File: src/rtl/dual_port_mem_req_ctrl.sv
// Request controller for one port of the dual-port memory bank.
// Turns a valid/ready command stream into bank en/we/addr/din, captures the
// bank's one-cycle-latency read data into a small response FIFO and returns it
// on a valid/ready response stream. Reads are credit-limited so the FIFO
// can never overflow under response backpressure.
module dual_port_mem_req_ctrl #(
    parameter int WIDTH     = 8,
    parameter int ADDR      = 3,
    parameter int RSP_DEPTH = 2
) (
    input  logic             i_clk,
    input  logic             i_rst_n,
    input  logic             i_cmd_valid,
    output logic             o_cmd_ready,
    input  logic             i_cmd_we,
    input  logic [ADDR-1:0]  i_cmd_addr,
    input  logic [WIDTH-1:0] i_cmd_wdata,
    output logic             o_rsp_valid,
    input  logic             i_rsp_ready,
    output logic [WIDTH-1:0] o_rsp_data,
    output logic             o_mem_en,
    output logic             o_mem_we,
    output logic [ADDR-1:0]  o_mem_addr,
    output logic [WIDTH-1:0] o_mem_din,
    input  logic [WIDTH-1:0] i_mem_dout,
    output logic             o_idle
);

    localparam int PW = $clog2(RSP_DEPTH);
    localparam int CW = PW + 1;
    localparam logic [CW-1:0] FULL_C  = CW'(RSP_DEPTH);
    localparam logic [CW:0]   DEPTH_C = (CW+1)'(RSP_DEPTH);

    logic [WIDTH-1:0] fifo_mem [RSP_DEPTH];
    logic [PW-1:0]    rd_ptr;
    logic [PW-1:0]    wr_ptr;
    logic [CW-1:0]    fifo_count;
    logic             inflight;

    logic             accept;
    logic             pop;
    logic             push;
    logic [CW:0]      credits_used;
    logic [CW:0]      credits_after_pop;

    assign pop  = o_rsp_valid & i_rsp_ready;
    assign push = inflight;

    // An in-flight read already owns a FIFO slot; a same-cycle pop frees one,
    // which is why i_rsp_ready reaches o_cmd_ready combinationally.
    assign credits_used      = {1'b0, fifo_count} + {{CW{1'b0}}, inflight};
    assign credits_after_pop = credits_used - {{CW{1'b0}}, pop};

    // Command acceptance: writes never throttled, reads only with a free credit
    always_comb begin
        o_cmd_ready = 1'b0;
        if (i_rst_n) begin
            o_cmd_ready = i_cmd_we | (credits_after_pop < DEPTH_C);
        end
    end

    assign accept     = i_cmd_valid & o_cmd_ready;
    assign o_mem_en   = accept;
    assign o_mem_we   = accept & i_cmd_we;
    assign o_mem_addr = i_cmd_addr;
    assign o_mem_din  = i_cmd_wdata;

    assign o_rsp_valid = (fifo_count != '0);
    assign o_rsp_data  = fifo_mem[rd_ptr];
    assign o_idle      = (fifo_count == '0) & ~inflight;

    // Read tracking and response FIFO; bank data is captured the cycle after a read issue
    always_ff @(posedge i_clk) begin
        if (!i_rst_n) begin
            inflight   <= 1'b0;
            rd_ptr     <= '0;
            wr_ptr     <= '0;
            fifo_count <= '0;
            for (int i = 0; i < RSP_DEPTH; i++) begin
                fifo_mem[i] <= '0;
            end
        end else begin
            inflight <= accept & ~i_cmd_we;
            if (push) begin
                fifo_mem[wr_ptr] <= i_mem_dout;
                wr_ptr           <= wr_ptr + 1'b1;
            end
            if (pop) begin
                rd_ptr <= rd_ptr + 1'b1;
            end
            case ({push, pop})
                2'b10:   fifo_count <= fifo_count + 1'b1;
                2'b01:   fifo_count <= fifo_count - 1'b1;
                default: fifo_count <= fifo_count;
            endcase
        end
    end

    // Credit scheme guarantees a push never lands on a full FIFO without a pop
    a_no_overflow: assert property (@(posedge i_clk) disable iff (!i_rst_n)
        !(push && !pop && fifo_count == FULL_C))
        else $error("response FIFO overflow");

endmodule

File: config.mk
export PLATFORM = sky130hd
export DESIGN_NAME = dual_port_mem_req_ctrl
export DESIGN_NICKNAME = d
export VERILOG_FILES = /design/src/rtl/dual_port_mem_req_ctrl.sv
export SDC_FILE = /design/constraint.sdc
export NUM_CORES = 1
export LEC_CHECK = 0
export CORE_MARGIN = 3
export CORE_UTILIZATION = 38
export CTS_CLUSTER_DIAMETER = 50
export DETAILED_ROUTE_END_ITERATION = 6
export HOLD_SLACK_MARGIN = 0.03
export PLACE_DENSITY = 0.75
export SYNTH_ARGS = -nofsm -noshare
export SYNTH_HDL_FRONTEND = slang
export SYNTH_SLANG_ARGS = --single-unit
File: constraint.sdc
create_clock -name i_clk -period 3.05 [get_ports i_clk]
set_input_delay 0.915 -clock i_clk [delete_from_list [all_inputs] [get_ports i_clk]]
set_output_delay 0.915 -clock i_clk [all_outputs]
set_load 0.05 [all_outputs]
== After elaboration in Yosys (flattened, before gate mapping) ==
Memories as Yosys holds them, arrays and structs flattened. A register that Yosys moved wholly into a read port is not among the register bits.
Index checks and enable logic that the tools add are counted.

* Output and inout port bits: 24
* Memory bits (writable): 16
* Register bits: 5
* Input port bits: 24
* Memories: 1

{| class="wikitable"
|+ Memory list
! name !! depth !! bits a word !! read ports !! clocked after memory_dff !! wr ports !! RTL line !! text
|-
| fifo_mem || 2 || 8 || 1 || 1 || 2 || 34 || <nowiki>logic [WIDTH-1:0] fifo_mem [RSP_DEPTH];</nowiki>
|}

* $lt $le $gt $ge: 1
* Mux-type cells: 11
* Reductions and logical operators: 4
* $add $sub $neg: 6
* Bitwise operators: 8
* Equal/unequal tests: 2

{| class="wikitable"
|+ Operators by type and width
! operator !! count
|-
| $mux W1 || 9
|-
| $mux W8 || 1
|-
| $reduce_or A8 Y1 || 1
|-
| $and A1 B1 Y1 || 5
|-
| $pmux W2 S2 || 1
|-
| $reduce_bool A2 Y1 || 2
|-
| $add A2 B1 Y3 || 1
|-
| $lt A3 B2 Y1 const B || 1
|-
| $sub A3 B1 Y3 || 1
|-
| $add A1 B1 Y1 const B || 2
|-
| $add A2 B1 Y2 const B || 1
|-
| $eq A2 B1 Y1 const B || 1
|-
| $eq A2 B2 Y1 const B || 1
|-
| $logic_not A2 Y1 || 1
|-
| $not A1 Y1 || 2
|-
| $sub A2 B1 Y2 const B || 1
|-
| $or A1 B1 Y1 || 1
|}

== Longest topological paths before layout ==
Gate-level depths: netlist of the first run.

* Word-level depth: 8
* Mapped depth: 8
* Mapped depth without buffers: 7

== Least setup slack after synthesis of the first run ==
OpenSTA, ideal clock, no wires.

* Kind: input -> output
* From: input i_rsp_ready
* To: output o_mem_en
* Stages on the path: 8
* Data arrival time: 2.641 ns
* Data required time: 2.135 ns
* Slack: -0.506 ns
* Cell sequence: buf_6 -> o21ai_1 -> or2_1 -> inv_1 -> fa_1 -> xnor2_1 -> a21oi_1 -> nor2_1

* Cells in the longest elaborated chain, start to end: 6

{| class="wikitable"
|+ Ends and longest elaborated chain
! element !! RTL line !! text
|-
| start: declaration || 19 || <nowiki>input logic i_rsp_ready,</nowiki>
|-
| $and A1 B1 Y1 || 46 || <nowiki>assign pop = o_rsp_valid & i_rsp_ready;</nowiki>
|-
| $sub A3 B1 Y3 || 52 || <nowiki>assign credits_after_pop = credits_used - {{CW{1'b0}}, pop};</nowiki>
|-
| $lt A3 B2 Y1 || 58 || <nowiki>o_cmd_ready = i_cmd_we | (credits_after_pop < DEPTH_C);</nowiki>
|-
| $or A1 B1 Y1 || 58 ||
|-
| $mux W1 || 57 || <nowiki>if (i_rst_n) begin</nowiki>
|-
| $and A1 B1 Y1 || 62 || <nowiki>assign accept = i_cmd_valid & o_cmd_ready;</nowiki>
|-
| end: declaration || 21 || <nowiki>output logic o_mem_en,</nowiki>
|}

No other way between the ends.

== Worst setup path in the final report of the first run ==
* From: input i_rsp_ready
* To: output o_cmd_ready

* Cells in the longest elaborated chain, start to end: 5

{| class="wikitable"
|+ Ends and longest elaborated chain
! element !! RTL line !! text
|-
| $and A1 B1 Y1 || 46 ||
|-
| $sub A3 B1 Y3 || 52 ||
|-
| $lt A3 B2 Y1 || 58 ||
|-
| $or A1 B1 Y1 || 58 ||
|-
| $mux W1 || 57 ||
|-
| end: declaration || 14 || <nowiki>output logic o_cmd_ready,</nowiki>
|}

No other way between the ends.

==> results of run 1 <==
## cells in the mapped netlist
cell type and n:
nand2_1 14, buf_4 12, and3_1 1, or2_1 1, nor3b_1 1, buf_2 3, or2_2 1, nand2b_1 3
nor2_1 22, a21o_1 1, o21ai_1 1, a31oi_1 1, o21ai_0 2, xnor2_1 1, xor2_1 2, dfxtp_1 6
nor2b_1 1, nand3b_1 1, nor3_1 1, mux2_2 8, inv_1 3, ha_1 1, fa_1 1, edfxtp_1 16
nand3_1 1, a21oi_1 4, buf_6 1, and4bb_1 1, and2_0 1
## critical path, stage by stage
cell     delay (ns)
buf_8          0.08
o21ai_2        0.05
or2_1          0.24
inv_2          0.07
fa_2           0.46
a21oi_4        0.24
nor2_4         0.06
buf_12         0.15
## logic make-up (layout without fill, tap and decap cells)
| logic type | after synthesis | count (layout) | synth area share |
|---|---|---|---|
| compound gates | 9 | 9 | 0.0425 |
| xor+xnor | 3 | 3 | 0.0229 |
| fa+ha+maj | 2 | 2 | 0.0283 |
| buf+inv | 19 | 40 | 0.111 |
| flops | 22 | 22 | 0.523 |
| mux | 8 | 8 | 0.0784 |
| simple gates | 49 | 49 | 0.194 |
## metrics by stage
step,hold WS [ns],std cells
5_1_grt,0.534,164
6_report,0.499,164
3_5_place_dp,0.479,157
4_1_cts,0.497,164
3_3_place_gp,0.464,157
2_1_floorplan,0.458,112
## timing repair
action,in CTS,in global routing
endpoints found under the setup margin,2,2
endpoints found under the hold margin,0,0
resized for setup,9,0
pin swaps,5,2
setup buffers,3,0
## state kept, by name (all words and copies together) (netlist names), named ones only
register / flops
fifo_mem: 16
fifo_count: 2
wr_ptr: 1
inflight: 1
rd_ptr: 1
## routing by layer
metal | global-route usage | vias up | share of wire
met5 | 0 | - | 0
met3 | 0.0298 | 16 | 0.063
met1 | 0.145 | 383 | 0.40
met2 | 0.244 | 22 | 0.50
met4 | 0.0960 | 0 | 0.034
li1 | - | 404 | -
## path summary, 6_finish.rpt
| kind | start | end | slack, ns |
|---|---|---|---|
| max | i_rsp_ready | o_cmd_ready | -0.13 |
| min | wr_ptr | wr_ptr | 0.50 |
| max reg2reg | fifo_count[0] | fifo_count[1] | 1.10 |
| min reg2reg | wr_ptr | wr_ptr | 0.50 |
## layout make-up
| class | instances | area (um2) |
|---|---|---|
| clock buffers | 3 | 22.5 |
| clock inverters | 1 | 30.0 |
| fillers | 241 | 1310 |
| inverters | 3 | 11.3 |
| multi-input cells | 71 | 472 |
| flip-flops and latches | 22 | 601 |
| well taps | 31 | 38.8 |
| repair buffers | 33 | 345 |
## cell usage in the layout (no fill, tap or decap), types with 2 or more instances in the layout
cell / Yosys / layout
clkdlybuf4s50_1: 0 / 21
nor2_1: 22 / 20
edfxtp_1: 16 / 16
nand2_1: 14 / 14
mux2_2: 8 / 8
buf_4: 12 / 8
dfxtp_1: 6 / 6
nand2b_1: 3 / 3
a21oi_1: 4 / 3
clkbuf_4: 0 / 3
buf_12: 0 / 3
inv_1: 3 / 2
xor2_1: 2 / 2
nor2_4: 0 / 2
o21ai_0: 2 / 2
## power by group through the flow
stage          clock network [mW]  registers (mW)  logic, mW
2_1_floorplan                   0           0.348      0.160
3_3_place_gp                    0           0.351      0.179
3_5_place_dp                    0           0.352      0.183
4_1_cts                     0.226           0.345      0.190
5_1_grt                     0.242           0.346      0.201
6_report                    0.225           0.345      0.190
==> run summary, run 1 <==
Remaining antenna violation count = 0
WL final = 2350 um
Vias per cell = 5.03
Worst EP arrival = 2.26 ns
Post-Syn Area = 1150 um2
Worst-Margin Slew = 0.502 ns
Post-route DRC = 0
Die width = 61.0 um
Req. time, crit path = 2.13 ns
Initial Util = 0.406
Largest net degree at the start of global routing = 14
CTS sink cnt = 22
Pre-CTS WS = -0.767 ns
Syn_nets = 138
Deepest clock path buffer count = 2
Port buffer count = 25
Failing checks = setup timing
Worst setup margin = -0.125 ns
Diodes inserted = 0
Top cell type's share of synthesized area = 0.418
Io pins = 48
Hold Path Cell Cnt = 2
Area Overhead vs Synth = 32.4%
DIE AREA = 3720 um2
Total net switching power = 0.208 mW
Syn Area/Cell = 10.3 um2
Pwr dens = 499 nW/um2
Area after DPL = 1430 um2
Fin crit share = 1.04
Max-Cap Viols = 0
Lkg Pwr = 0.577 nW
Gr ovfl total = 0
Cell variety after synth = 29
Gate power share = 0.250
Part of the Yosys area used for sequential elements = 0.523
R2R depth = 8
CTS tree = built
WS Path Type = primary input to output pin
First-pass GRT wire length = 3710 um
Final instance area = 1520 um2
Share of cells above drive strength 1 = 0.241
Maximum vdd drop = 0.189 mV
Upper clock frequency limit = 0.315 GHz
Outcome = finished, violations left
Clk Tree Root Cell = clkbuf_4
RSZ-0062 raised after global routing = yes
Initial antenna violation count = 0
Synthesized flop and latch total = 22
CP Launch Type = primary input
Final #Nets = 160
Min-delay worst type = flop to flop
Sw frac = 0.274
Post-synth top area cell = edfxtp_1
GPL Wtd Cong = 0.694
Setup_tns = -0.243 ns
Wire length per cell = 14.3 um
GRT Util Overall = 0.138
Number of global-route vias before repair = 860
TritonCTS buffer count = 3
# H-tree levels = 1
Via count = 825
Post-layout power = 0.759 mW
Initial DRC Count = 23
Worst-path maximum fanout = 3
Finish-stage setup viols = 2
Synth Instances = 112
Final HPWL DP = 1680 um
First-pass iteration count of the detailed router = 4
Cts hold-fix bufs = 0
Endpoint class of the critical path = output pin
Endpoints failing hold = 0
Internal = 0.551 mW
Minimum clock period after layout = 3.18 ns
Max_slew headroom = 0.664
Final slew viol count = 0
Clock slew at reported path FFs = 0.12 ns
Clock Latency Late Sink = 0.31 ns
Clock power frac = 0.296
Core Area = 2830 um2
Worst clock skew = 0.0131 ns
Top cells by area, synth = edfxtp_1 42%, dfxtp_1 10%, buf_4 7.8%
Site Rows = 19
Yosys warns = 0
Seq pwr share = 0.454
Die height = 61.0 um
Final Core Density = 0.537
(Power assumes the default switching activity.)
==> run 2: changes to the inputs <==
--- a/config.mk
+++ b/config.mk
@@ -11,6 +11,7 @@
 export DETAILED_ROUTE_END_ITERATION = 6
 export HOLD_SLACK_MARGIN = 0.03
 export PLACE_DENSITY = 0.75
+export SLEW_MARGIN = 20
 export SYNTH_ARGS = -nofsm -noshare
 export SYNTH_HDL_FRONTEND = slang
 export SYNTH_SLANG_ARGS = --single-unit
==> results of run 2 <==
Final layout, timing and power as in run 1 (identical DEF).
==> run 3: changes to the inputs <==
==> constraint.sdc (replaced) <==
create_clock -name i_clk -period 3.05 [get_ports i_clk]
set_input_delay 0.915 -clock i_clk [delete_from_list [all_inputs] [get_ports i_clk]]
set_output_delay 0.915 -clock i_clk [all_outputs]
set_load 0.02 [all_outputs]
==> run 3 against run 2 <==
The run still ends with setup timing left. Die area unchanged. Maximum frequency increased by 1.3%. Total power is 5.9% lower. Sequential power about the same. Via count grew 0.73%. Highest routed layer unchanged. Wire length decreased by 2.5%.
==> run summary, run 3 (synthesis results as in run 1) <==
Outcome = finished, violations left
Failing checks = setup timing
Most flops, register = fifo_mem
TritonCTS buffer count = 3 (unchanged)
Endpoint class of the critical path = output pin
# H-tree levels = 1 (unchanged)
Bufs and invs on worst path = 3 (unchanged)
Die height = 61.0 um (unchanged)
Hold Path Origin = wr_ptr
Largest net degree at the start of global routing = 14 (unchanged)
Lkg Pwr = 0.585 nW (+1.3%)
Max FFs per register = 16 (unchanged)
Setup_tns = -0.168 ns (+0.0747 ns)
WS Path Type = primary input to output pin
Number of global-route vias before repair = 855 (-0.58%)
Finished Layout Cells = 167 (+1.8%)
Initial antenna violation count = 0 (unchanged)
Min-delay worst type = flop to flop
Port buffer count = 25 (unchanged)
GPL Wtd Cong = 0.650 (-6.4%)
CP delay by family, top = adder cells
Initial Util = 0.406 (unchanged)
Clk Tree Root Cell = clkbuf_4
Area Overhead vs Synth = 31.8%
Wire length per cell = 13.7 um (-4.3%)
Clock slew at reported path FFs = 0.12 ns (about the same)
Gr ovfl total = 0 (unchanged)
First-pass iteration count of the detailed router = 4 (unchanged)
WL final = 2290 um (-2.5%)
CP startpoint = i_rsp_ready
CP cell instances = buf_8 > o21ai_2 > or2_1 > inv_2 > fa_2 > a21oi_4 > nor2_4 > buf_6
Vias per cell = 4.98 (-1.1%)
Fillers = 272 (+13%)
RSZ-0062 raised after global routing = yes
Diodes inserted = 0 (unchanged)
Final #Nets = 163 (+1.9%)
Register Area = 601 um2 (unchanged)
DIE AREA = 3720 um2 (unchanged)
Most frequent cells in the layout = 21 x clkdlybuf4s50_1, 20 x nor2_1, 16 x edfxtp_1, 14 x nand2_1, 11 x buf_4
Top flop regs = fifo_mem (16), fifo_count (2)
Upper clock frequency limit = 0.319 GHz (+1.3%)
Endpoints failing hold = 0 (unchanged)
Worst-Margin Slew = 0.410 ns (-0.0922 ns)
Dpl cells = 160 (+1.9%)
Remaining antenna violation count = 0 (unchanged)
Worst clock skew = 0.00635 ns (-0.00673 ns)
Final slew viol count = 0 (unchanged)
Final HPWL DP = 1630 um (-3.2%)
CP Launch Type = primary input
Min Hold Slack = 0.509 ns (+0.00997 ns)
Io pins = 48 (unchanged)
Worst EP arrival = 2.22 ns (-0.04 ns)
Minimum clock period after layout = 3.14 ns (-0.0396 ns)
Fin crit share = 1.03 (-0.0130)
Maximum vdd drop = 0.169 mV (-10%)
Worst setup margin = -0.0858 ns (+0.0396 ns)
Die width = 61.0 um (unchanged)
First-pass GRT wire length = 3660 um (-1.3%)
Post-route DRC = 0 (unchanged)
CTS tree = built
GRT Util Overall = 0.135 (-0.00364)
Multi-input gate area = 472 um2 (unchanged)
Pwr dens = 472 nW/um2 (-5.5%)
Site Rows = 19 (unchanged)
Core Area = 2830 um2 (unchanged)
Post-layout power = 0.714 mW (-5.9%)
Critical path's slowest cell = fa_2
Req. time, crit path = 2.13 ns (about the same)
Share of cells above drive strength 1 = 0.250 (+0.00940)
Finish-stage setup viols = 2 (unchanged)
Via count = 831 (+0.73%)
Worst-path maximum fanout = 5 (+2)
Commonest non-fill, non-tap cell in the layout = clkdlybuf4s50_1
CTS sink cnt = 22 (unchanged)
Deepest clock path buffer count = 2 (unchanged)
Clock Latency Late Sink = 0.30 ns (about the same)
Max_slew headroom = 0.727 (+0.0625)
Worst flop-to-flop path startpoint = fifo_count[0]
Final Core Density = 0.535 (-0.00221)
Initial DRC Count = 40 (+74%)
CP peak stage delay = 0.46 ns (about the same)
Max-Cap Viols = 0 (unchanged)
run 3: metrics by stage:
stage | cell area, um2 | worst slack [ns]
5_1_grt | 1510 | -0.127
4_1_cts | 1500 | -0.0760
2_1_floorplan | 1190 | 0.00566
6_report | 1510 | -0.0858
3_5_place_dp | 1420 | -1.10
3_3_place_gp | 1420 | -1.00
run 3: worst register-to-register path: cells and delay by family, from the launching register on:
kind	cells	cell delay [ns]
compound gates	3	0.29
fa+ha+maj	1	0.29
buf+inv	2	0.26
flops	1	0.43
simple gates	2	0.46
run 3: repair_timing:
item                                    CTS  global route
endpoints found under the setup margin    3             2
setup buffers                             2             1
hold buffers                              0             0
gates cloned                              0             0
resized for setup                        21             1
pin swaps                                 6             4
run 3: cell type report:
type                            instances  share of cell area
Clock buffer                            3              0.0149
Clock inverter                          1              0.0198
Inverter                                3             0.00744
Multi-Input combinational cell         71               0.312
Sequential cell                        22               0.397
Tap cell                               31              0.0256
Timing Repair Buffer                   36               0.224
run 3: worst paths after layout:
kind	cells after the start	slack (ns)	to
setup / recovery	8	-0.09	o_cmd_ready
hold / removal	2	0.51	wr_ptr
setup reg to reg	8	1.21	fifo_count[1]
hold reg to reg	2	0.51	wr_ptr
run 3: metal layers:
layer	wire, um	track usage	vias up
met2	1170	0.252	26
met3	135	0.0362	4
li1	-	-	410
met4	8	0.0372	0
met5	0	0	-
met1	978	0.148	391
run 3: report_power, final:
part	internal (mW)	total (mW)	switching (mW)
registers	0.336	0.345	0.00885
clock network	0.133	0.219	0.0864
logic	0.0788	0.150	0.0711
total	0.548	0.714	0.166
==> RTL edit: new RTL, flow settings as in run 1 <==
`ADDR`: 3 -> 2.
--- a/src/rtl/dual_port_mem_req_ctrl.sv
+++ b/src/rtl/dual_port_mem_req_ctrl.sv
@@ -7,3 +7,3 @@
     parameter int WIDTH     = 8,
-    parameter int ADDR      = 3,
+    parameter int ADDR      = 2,
     parameter int RSP_DEPTH = 2
Interface: changed (resized i_cmd_addr and o_mem_addr); port bits go from 48 to 46. The function was not compared with the original's and may differ.
==> RTL edit against run 1 <==
- the run still ends with setup timing left
- sequential power barely moved
- worst hold slack lost 0.0038 ns
- worst setup slack gained 0.028 ns
- sequential cell count stayed put
- clock skew down 0.0073 ns
- cell area decreased by 2.1%
- sequential share of layout area up 0.83 points
- utilization fell by 0.66 points
- die area decreased by 0.59%
- critical path depth did not move
- power is 12% lower
- area after synthesis down 0.65%
- cell count shrank 0.61%
- routed wire length is 2.8% lower
==> RTL edit: results (changes against run 1) <==
Outcome
The run finished, with violations left. The checks that failed: setup timing.

Final layout
The net count reported at finish was 158 (-1.3%). The fraction of final layout cells sized beyond drive strength 1 is 0.2273 (-0.01333). The total of fill cells in the finished design is 246 (+2.1%).

Synthesis
The mux cell area share after synthesis was 0.07895 (+0.0005160). By count the netlist is led by sky130_fd_sc_hd__nor2_1 (22), sky130_fd_sc_hd__edfxtp_1 (16), sky130_fd_sc_hd__nand2_1 (14), sky130_fd_sc_hd__buf_4 (11), sky130_fd_sc_hd__mux2_2 (8). The parity-gate share of the synthesized area counting xor and xnor cells was 0.02303 (+0.0001505). The synthesized net count was 136 (-1.4%).

The complex-gate fraction of the synthesized area is 0.04276 (+0.0002795). Ranked by total cell area, the synthesized netlist is headed by sky130_fd_sc_hd__edfxtp_1 (42%), sky130_fd_sc_hd__dfxtp_1 (11%), sky130_fd_sc_hd__mux2_2 (7.9%). The gate count after technology mapping was 111 (-0.89%). The adder and majority cell fraction of the synthesized area is 0.02851 (+0.0001863). The post-synthesis sequential area ratio was 0.5263 (+0.003440).

Setup path
The setup slack of the worst register-to-register path is 1.25 ns (+0.15 ns). The arrival time at the worst endpoint came to 2.23 ns (-0.03 ns). The worst reg-to-reg path cell count is 7 (-1).

STA
The number of setup violations in the final report came to 2 (unchanged). The transition at the pin with the smallest max-transition slack is 0.5079 ns (+0.005486 ns). The largest clock skew in the final design is 0.005799 ns (-0.007278 ns).

The worst setup slack after layout is -0.09767 ns (+0.02775 ns). The post-route setup TNS is -0.1904 ns (+0.05213 ns).

GRT
The met3 layer usage reported by global route is 0.02766 (-0.002128). The largest net degree at the start of global routing was 13 (-1). The sum of overflow across all layers after global routing is 0 (unchanged).

The number of global-route vias before repair is 808 (-6.0%). The first-pass GRT wire length is 3677 um (-0.94%).

CTS
The post-cts sizing count is 8 (-1). The post-CTS setup-driven buffer insertion count is 2 (-1).

Power and ir drop
The leakage power summed over all cells was 0.0005626 uW (-2.5%). The clock network fraction of total power came to 0.201 (-0.095). The power spent charging and discharging nets was 197.6 uW (-4.9%).

The maximum vdd drop is 168.1 uV (-11%).

Detailed routing
The number of DRC violations after detailed-routing iteration 0 is 18 (-22%). The first-pass iteration count of the detailed router is 5 (+1). The detailed-route vias per instance is 5.000 (-0.61%). The routed wirelength normalized by instance count was 14.01 um (-2.2%). The via total after detailed routing came to 815 (-1.2%).

Placed design
The pre-CTS setup slack is -0.6335 ns (+0.1332 ns). The routability congestion estimate is 0.6806 (-1.9%). The detailed placer's ending HPWL is 1722 um (+2.3%).
==> RTL edit: changes by cell type in the layout (fill, tap and decap cells not counted), sizes merged <==
cell	delta
buf	-1
bufinv	-1
dlymetal6s2s	+1
clkbuf	+1
clkdlybuf4s50	-1
==> RTL edit: power by group through the flow <==
stage	clock, uW	sequential (uW)	combinational [uW]
after floorplan	0	348	156
after global placement	0	352	177
after detailed placement	0	354	181
after CTS	139	347	184
after global routing	151	349	197
final	134	346	185
==> RTL edit: kinds of logic after synthesis <==
family	count (synthesis)
and+or+nand+nor	49
DFF	22
muxes	8
buffers and inverters	18
AOI/OAI and AO/OA	9
xor gates and xnor gates	3
adders and majority gates	2
==> RTL edit: worst min-delay path by stage <==
stage	startpoint	end	slack, ns
floorplan	wr_ptr$_SDFFE_PN0P_	wr_ptr$_SDFFE_PN0P_	0.46
global placement	wr_ptr$_SDFFE_PN0P_	wr_ptr$_SDFFE_PN0P_	0.47
detailed placement	wr_ptr$_SDFFE_PN0P_	wr_ptr$_SDFFE_PN0P_	0.48
CTS	wr_ptr$_SDFFE_PN0P_	wr_ptr$_SDFFE_PN0P_	0.50
global route	wr_ptr$_SDFFE_PN0P_	wr_ptr$_SDFFE_PN0P_	0.55
finish	wr_ptr$_SDFFE_PN0P_	wr_ptr$_SDFFE_PN0P_	0.49
==> RTL edit: cell type report <==
type                       count  area, um2  area share
inverter                       3      11.26    0.007563
clock buffer                   4      26.28     0.01765
timing repair buffer          32      340.3      0.2286
sequential                    22      600.6      0.4034
multi-input combinational     71      471.7      0.3168
tap                           31      38.79     0.02605
==> RTL edit: metal layers <==
metal  wire length, um  up-vias
met5                 0        -
met4                27        0
met3               135        6
met2              1255       28
met1               865      380
li1                  -      401
